`src/rtl/duck_game_fsm_if.sv`:
```
// Game-sequencer bus: player/sprite event inputs and HUD/dog-state outputs.
// The sequencer takes the slave side; whatever drives the events is the master.
interface duck_game_fsm_if;
    logic       frame_clk;
    logic       start;
    logic       trigger;
    logic       hit;
    logic       bird_landed;
    logic       bird_escaped;
    logic       dog_start;
    logic       dog_duck;
    logic [2:0] state;
    logic       new_round;
    logic [1:0] shells;
    logic [3:0] round_num;
    logic [1:0] misses;
    logic [15:0] score;

    modport master (
        output frame_clk, start, trigger, hit, bird_landed, bird_escaped, dog_start, dog_duck,
        input  state, new_round, shells, round_num, misses, score
    );

    modport slave (
        input  frame_clk, start, trigger, hit, bird_landed, bird_escaped, dog_start, dog_duck,
        output state, new_round, shells, round_num, misses, score
    );
endinterface

```
`src/rtl/duck_game_fsm.sv`:
```
// Round/game sequencer for the duck-hunt video pipeline. Drives the 3-bit
// state code decoded by the dog sprite block and keeps shells, rounds,
// misses and a saturating score for the HUD.
module duck_game_fsm #(
    parameter int MAX_ROUNDS    = 10,
    parameter int MAX_MISSES    = 3,
    parameter int SHELLS        = 3,
    parameter int FLY_FRAMES    = 300,
    parameter int ESCAPE_FRAMES = 90,
    parameter int POINTS        = 500
) (
    input  logic             Clk,
    input  logic             Reset_n,
    duck_game_fsm_if.slave   bus
);

    // Encoding is shared with the dog block and must not change.
    typedef enum logic [2:0] {
        IDLE       = 3'b000,
        FLY        = 3'b001,
        ROUND_INIT = 3'b010,
        SHOT       = 3'b011,
        ESCAPE     = 3'b100,
        DOG_SHOW   = 3'b101,
        DOG_INTRO  = 3'b110,
        GAME_OVER  = 3'b111
    } game_state_e;

    localparam logic [9:0]  FLY_LAST    = 10'(FLY_FRAMES - 1);
    localparam logic [9:0]  ESC_LAST    = 10'(ESCAPE_FRAMES - 1);
    localparam logic [1:0]  SHELLS_INIT = 2'(SHELLS);
    localparam logic [1:0]  MISS_MAX    = 2'(MAX_MISSES);
    localparam logic [3:0]  ROUND_MAX   = 4'(MAX_ROUNDS);
    localparam logic [16:0] POINTS_W    = 17'(POINTS);

    game_state_e state_q, state_d;
    logic [9:0]  timer_q, timer_d;
    logic [1:0]  shells_q, shells_d;
    logic [3:0]  round_q, round_d;
    logic [1:0]  misses_q, misses_d;
    logic [15:0] score_q, score_d;
    logic        new_round_q, new_round_d;
    logic [2:0]  sync_q;

    logic        tick;
    logic        fire;
    logic        fly_timeout;
    logic        esc_done;
    logic        last_round;
    logic [1:0]  misses_inc;
    logic [16:0] score_sum;
    logic [15:0] score_sat;

    // frame_clk is asynchronous: two flops resynchronise it, the third gives edge detect.
    assign tick        = sync_q[1] & ~sync_q[2];
    assign fire        = bus.trigger && (shells_q != 2'd0);
    assign fly_timeout = tick && (timer_q == FLY_LAST);
    assign esc_done    = tick && (timer_q == ESC_LAST);
    assign last_round  = (round_q == ROUND_MAX);
    assign misses_inc  = (misses_q == MISS_MAX) ? misses_q : misses_q + 2'd1;
    assign score_sum   = {1'b0, score_q} + POINTS_W;
    assign score_sat   = score_sum[16] ? 16'hFFFF : score_sum[15:0];

    // State register plus every counter that follows the state machine.
    always_ff @(posedge Clk or negedge Reset_n) begin
        if (!Reset_n) begin
            state_q     <= IDLE;
            timer_q     <= '0;
            shells_q    <= '0;
            round_q     <= '0;
            misses_q    <= '0;
            score_q     <= '0;
            new_round_q <= 1'b0;
            sync_q      <= '0;
        end else begin
            // NOTE: non-blocking assignments here so every register samples pre-edge values.
            state_q     <= state_d;
            timer_q     <= timer_d;
            shells_q    <= shells_d;
            round_q     <= round_d;
            misses_q    <= misses_d;
            score_q     <= score_d;
            new_round_q <= new_round_d;
            sync_q      <= {sync_q[1:0], bus.frame_clk};
        end
    end

    // Next-state decision; round end is folded into DOG_SHOW and ESCAPE exits.
    always_comb begin
        // NOTE: default first so no path through the case leaves state_d unassigned (no latch).
        state_d = state_q;
        case (state_q)
            IDLE:       if (bus.start) state_d = ROUND_INIT;
            ROUND_INIT: if (tick) state_d = DOG_INTRO;
            DOG_INTRO:  if (bus.dog_start) state_d = FLY;
            FLY: begin
                if (fire && bus.hit)
                    state_d = SHOT;
                else if ((fire && shells_q == 2'd1) || bus.bird_escaped || fly_timeout)
                    state_d = ESCAPE;
            end
            SHOT:       if (bus.bird_landed) state_d = DOG_SHOW;
            DOG_SHOW:   if (bus.dog_duck) state_d = last_round ? GAME_OVER : ROUND_INIT;
            ESCAPE: begin
                if (esc_done)
                    state_d = (misses_inc == MISS_MAX || last_round) ? GAME_OVER : ROUND_INIT;
            end
            GAME_OVER:  if (bus.start) state_d = IDLE;
            default:    state_d = IDLE;
        endcase
    end

    // Counter and pulse updates driven by the current state and the chosen transition.
    always_comb begin
        timer_d     = timer_q;
        shells_d    = shells_q;
        round_d     = round_q;
        misses_d    = misses_q;
        score_d     = score_q;
        new_round_d = 1'b0;

        if (state_d != state_q)
            timer_d = '0;
        else if (tick && (state_q == FLY || state_q == ESCAPE))
            timer_d = timer_q + 10'd1;

        if (state_q == IDLE && bus.start) begin
            score_d  = '0;
            misses_d = '0;
            round_d  = 4'd1;
        end

        if (state_q == FLY && fire) begin
            shells_d = shells_q - 2'd1;
            if (bus.hit)
                score_d = score_sat;
        end

        if (state_q == ESCAPE && esc_done)
            misses_d = misses_inc;

        // Any entry to ROUND_INIT reloads shells; only a round end (not a new game) advances the round.
        if (state_d == ROUND_INIT && state_q != ROUND_INIT) begin
            shells_d    = SHELLS_INIT;
            new_round_d = 1'b1;
            if (state_q != IDLE)
                round_d = round_q + 4'd1;
        end
    end

    assign bus.state     = state_q;
    assign bus.new_round = new_round_q;
    assign bus.shells    = shells_q;
    assign bus.round_num = round_q;
    assign bus.misses    = misses_q;
    assign bus.score     = score_q;

endmodule

```
`src/flat_wrapper.sv`:
```
// flat-port wrapper written by rule: the top's interface ports become plain ports
module duck_game_fsm_flat 
#(
    parameter int MAX_ROUNDS    = 10,
    parameter int MAX_MISSES    = 3,
    parameter int SHELLS        = 3,
    parameter int FLY_FRAMES    = 300,
    parameter int ESCAPE_FRAMES = 90,
    parameter int POINTS        = 500
)
  (Clk, Reset_n, bus_frame_clk, bus_start, bus_trigger, bus_hit, bus_bird_landed, bus_bird_escaped, bus_dog_start, bus_dog_duck, bus_state, bus_new_round, bus_shells, bus_round_num, bus_misses, bus_score);
  duck_game_fsm_if bus_i ();
  input  logic Clk;
  input  logic Reset_n;
  input wire logic [$bits(bus_i.frame_clk)-1:0] bus_frame_clk;
  input wire logic [$bits(bus_i.start)-1:0] bus_start;
  input wire logic [$bits(bus_i.trigger)-1:0] bus_trigger;
  input wire logic [$bits(bus_i.hit)-1:0] bus_hit;
  input wire logic [$bits(bus_i.bird_landed)-1:0] bus_bird_landed;
  input wire logic [$bits(bus_i.bird_escaped)-1:0] bus_bird_escaped;
  input wire logic [$bits(bus_i.dog_start)-1:0] bus_dog_start;
  input wire logic [$bits(bus_i.dog_duck)-1:0] bus_dog_duck;
  output wire logic [$bits(bus_i.state)-1:0] bus_state;
  output wire logic [$bits(bus_i.new_round)-1:0] bus_new_round;
  output wire logic [$bits(bus_i.shells)-1:0] bus_shells;
  output wire logic [$bits(bus_i.round_num)-1:0] bus_round_num;
  output wire logic [$bits(bus_i.misses)-1:0] bus_misses;
  output wire logic [$bits(bus_i.score)-1:0] bus_score;
  assign bus_i.frame_clk = bus_frame_clk;
  assign bus_i.start = bus_start;
  assign bus_i.trigger = bus_trigger;
  assign bus_i.hit = bus_hit;
  assign bus_i.bird_landed = bus_bird_landed;
  assign bus_i.bird_escaped = bus_bird_escaped;
  assign bus_i.dog_start = bus_dog_start;
  assign bus_i.dog_duck = bus_dog_duck;
  assign bus_state = bus_i.state;
  assign bus_new_round = bus_i.new_round;
  assign bus_shells = bus_i.shells;
  assign bus_round_num = bus_i.round_num;
  assign bus_misses = bus_i.misses;
  assign bus_score = bus_i.score;
  duck_game_fsm #(.MAX_ROUNDS(MAX_ROUNDS), .MAX_MISSES(MAX_MISSES), .SHELLS(SHELLS), .FLY_FRAMES(FLY_FRAMES), .ESCAPE_FRAMES(ESCAPE_FRAMES), .POINTS(POINTS)) u_core (.Clk(Clk), .Reset_n(Reset_n), .bus(bus_i));
endmodule
```
`config.mk`:
```
export PLATFORM = sky130hd
export DESIGN_NAME = duck_game_fsm_flat
export DESIGN_NICKNAME = d
export VERILOG_FILES = /design/src/rtl/duck_game_fsm_if.sv /design/src/rtl/duck_game_fsm.sv /design/src/flat_wrapper.sv
export SDC_FILE = /design/constraint.sdc
export NUM_CORES = 1
export LEC_CHECK = 0
export CORE_ASPECT_RATIO = 0.75
export CORE_MARGIN = 8
export CORE_UTILIZATION = 30
export CTS_CLUSTER_DIAMETER = 200
export DETAILED_ROUTE_END_ITERATION = 8
export PLACE_DENSITY = 0.47
export SLEW_MARGIN = 40
export SYNTH_ARGS = -nofsm -noshare
export SYNTH_HDL_FRONTEND = slang
export SYNTH_SLANG_ARGS = --single-unit
```
`constraint.sdc`:
```
create_clock -name Clk -period 4.5 [get_ports Clk]
set_input_delay 1.35 -clock Clk [delete_from_list [all_inputs] [get_ports Clk]]
set_output_delay 1.35 -clock Clk [all_outputs]
set_load 0.01 [all_outputs]
```
==> flow_summary.json <==
{
  "outcome": "completed",
  "post-route-cell-area_um2": 3035,
  "hold_path_class": "reg -> reg",
  "ys_ff_latch": 41,
  "hold_viol": 0,
  "synth_warnings": 0,
  "cts_sinks": 41,
  "cp_data_required_time_ns": 4.65,
  "synth-async-reset-ratio_pct": 100.0,
  "viasPerCell": 5.003,
  "fillCellCount": 806,
  "skew_ns": 0.009557,
  "holdPathStages": 0,
  "finalMaxSlewViolations": 0,
  "rsz0062_at_grt": "no",
  "ctsHoldBuffers": 0,
  "antenna_found_initial": 0,
  "seqCellArea_um2": 1026,
  "pwr_density_cell_nw_per_um2": 537.1,
  "max_freq_mhz": 301.3,
  "first_pass_iters": 4,
  "multiInputGateArea_um2": 1316,
  "slew_headroom_pct": 52.36,
  "fp.dieArea_um2": 11210,
  "dp.cells": 391,
  "ios": 38,
  "grt_pass1_wl_um": 10290,
  "final_nets": 310,
  "criticalPathCategory": "in -> reg",
  "grt-ovfl-total": 0,
  "start_util_pct": 30.77,
  "cts_tree": "done",
  "drive_gt1_share_pct": 9.184,
  "first_global_vias": 2025,
  "detail-route-antenna-nets": 0,
  "worst-r2r-cell-count": 6,
  "grt_usage_pct": 11.36,
  "synth.top_cell.area_share_pct": 42.49,
  "syn_area_per_cell_um2": 9.507,
  "clk_path_buf_depth": 2,
  "hpwl_um": 4336,
  "port_buffers": 37,
  "min_period_over_period_pct": 73.76,
  "worstPathMaxFanout": 10,
  "start_kind": "input pin",
  "crit_arrival_ns": 3.47,
  "die_w_um": 119.6,
  "via_count": 1996,
  "cts_buffers": 5,
  "worstSetupEndpointType": "flop",
  "drc": 0,
  "synth-edff-count": 0,
  "p_leak_nw": 1.287,
  "syn2layout_area_growth_pct": 25.70,
  "root_buffer": "clkbuf_8",
  "synth_area_um2": 2415,
  "synth.net_count": 271,
  "final-setup-viol-count": 0,
  "drtIter0Drc": 139,
  "clock_latency_ns": 0.30,
  "cts.reportedPaths.clkPinSlew_ns": 0.08,
  "period_needed_ns": 3.319,
  "place_area_um2": 2902,
  "cap_violations": 0,
  "fin_cells": 399,
  "synth_area_leader_cell": "dfrtp_1",
  "yosysUniqueCellTypes": 55,
  "yosys-top-cells-area": "dfrtp_1 42%, nor2_1 5.0%, nand2_1 4.5%",
  "die_h_um": 93.70,
  "wl_per_cell_um": 15.08,
  "tns_ns": 0,
  "htree_levels": 2,
  "ys.flop_type": "dfrtp_1",
  "synth_common_cells": "41 x dfrtp_1, 32 x nor2_1, 29 x nand2_1",
  "gp_congestion": 0.7667,
  "worst_pin_slew_ns": 0.7007,
  "wl_um": 6018,
  "diodes": 0,
  "core_area_um2": 7848,
  "rows": 28,
  "grt_max_degree": 42,
  "netlist_instances": 254,
  "ctsResizeCount": 0,
  "synth.most_common_cell": "dfrtp_1",
  "ys_seq_area_share_pct": 42.49,
  "peakVddDrop_uv": 289.5,
  "post-cts-setup-buffers": 0
}
[worst max-delay path, cell delays in order]
cell             delay, ns
clkdlybuf4s50_1       0.41
nor2b_1               0.15
a21oi_1               0.19
nand2_1               0.11
a311oi_4              0.46
mux2i_2               0.68
nor2_1                0.12
[cell type report]
type | instances | area share (%)
Sequential cell | 41 | 33.80
Tap cell | 105 | 4.328
Clock inverter | 3 | 2.143
Multi-Input combinational cell | 195 | 43.36
Inverter | 10 | 1.237
Timing Repair Buffer | 40 | 12.86
Clock buffer | 5 | 2.267
[flip-flops by register name, summed over array words and instances (netlist names)]
register              flops
u_core.bus.round_num      4
u_core.bus.shells         2
u_core.bus.score         16
u_core.sync_q             3
u_core.bus.misses         2
u_core.bus.state          3
u_core.bus.new_round      1
u_core.timer_q           10
[placed cells by master, fill, tap and decap left out, drive strengths merged, types with 6 or more instances in the layout]
cell and n:
a21oi 10, nor2 32, a311oi 6, nand2 29, nand4 7, xnor2 10, ha 7, inv 10
dfrtp 41, nor3 9, clkdlybuf4s50 36, nand3 10
[cells by family after synthesis]
kind of cell	after synthesis	synth area share [%]
DFF	41	42.49
AOI/OAI and AO/OA	41	12.64
and+or+nand+nor	128	29.95
muxes	7	3.679
adders and majority gates	7	3.627
xor gates and xnor gates	12	4.352
buffers and inverters	18	3.264
[where the power goes]
part | switching (mW) | leakage [nW] | internal [mW]
Sequential | 0.136 | 0.544 | 0.437
Clock | 0.135 | 0.0681 | 0.220
Combinational | 0.354 | 0.675 | 0.348
[final timing paths]
check                                              start                                end  slack, ns
min in group asynchronous                        Reset_n      u_core.timer_q[7]$_DFFE_PN0P_       1.03
max                                          bus_trigger      u_core.timer_q[4]$_DFFE_PN0P_       1.18
min reg2reg                   u_core.sync_q[0]$_DFF_PN0_         u_core.sync_q[1]$_DFF_PN0_       0.35
max reg2reg                u_core.bus.state[2]$_DFF_PN0_  u_core.bus.round_num[1]$_DFF_PN0_       1.65
min                           u_core.sync_q[0]$_DFF_PN0_         u_core.sync_q[1]$_DFF_PN0_       0.35
max in group asynchronous                        Reset_n  u_core.bus.round_num[3]$_DFF_PN0_       3.09
[routing by layer]
metal | global-route usage [%] | part of all wire [%] | vias up
met5 | 0 | 0 | -
met4 | 3.731 | 1.2 | 0
met3 | 3.844 | 5.9 | 7
met2 | 16.61 | 42 | 39
met1 | 15.34 | 51 | 942
li1 | - | - | 1008
[stage by stage]
stage               hold WS [ns]  setup slack, ns  power [mW]  util (%)
floorplan                 0.3312            1.527       1.013         -
global placement          0.3335           0.8295       1.295     36.94
detailed placement        0.3379           0.7791       1.292     36.97
CTS                       0.3568            1.120       1.658     38.68
global route              0.3590            1.042       1.766     38.68
finish                    0.3536            1.181       1.630     38.68
Note: power is estimated with default switching activity, not from simulation.
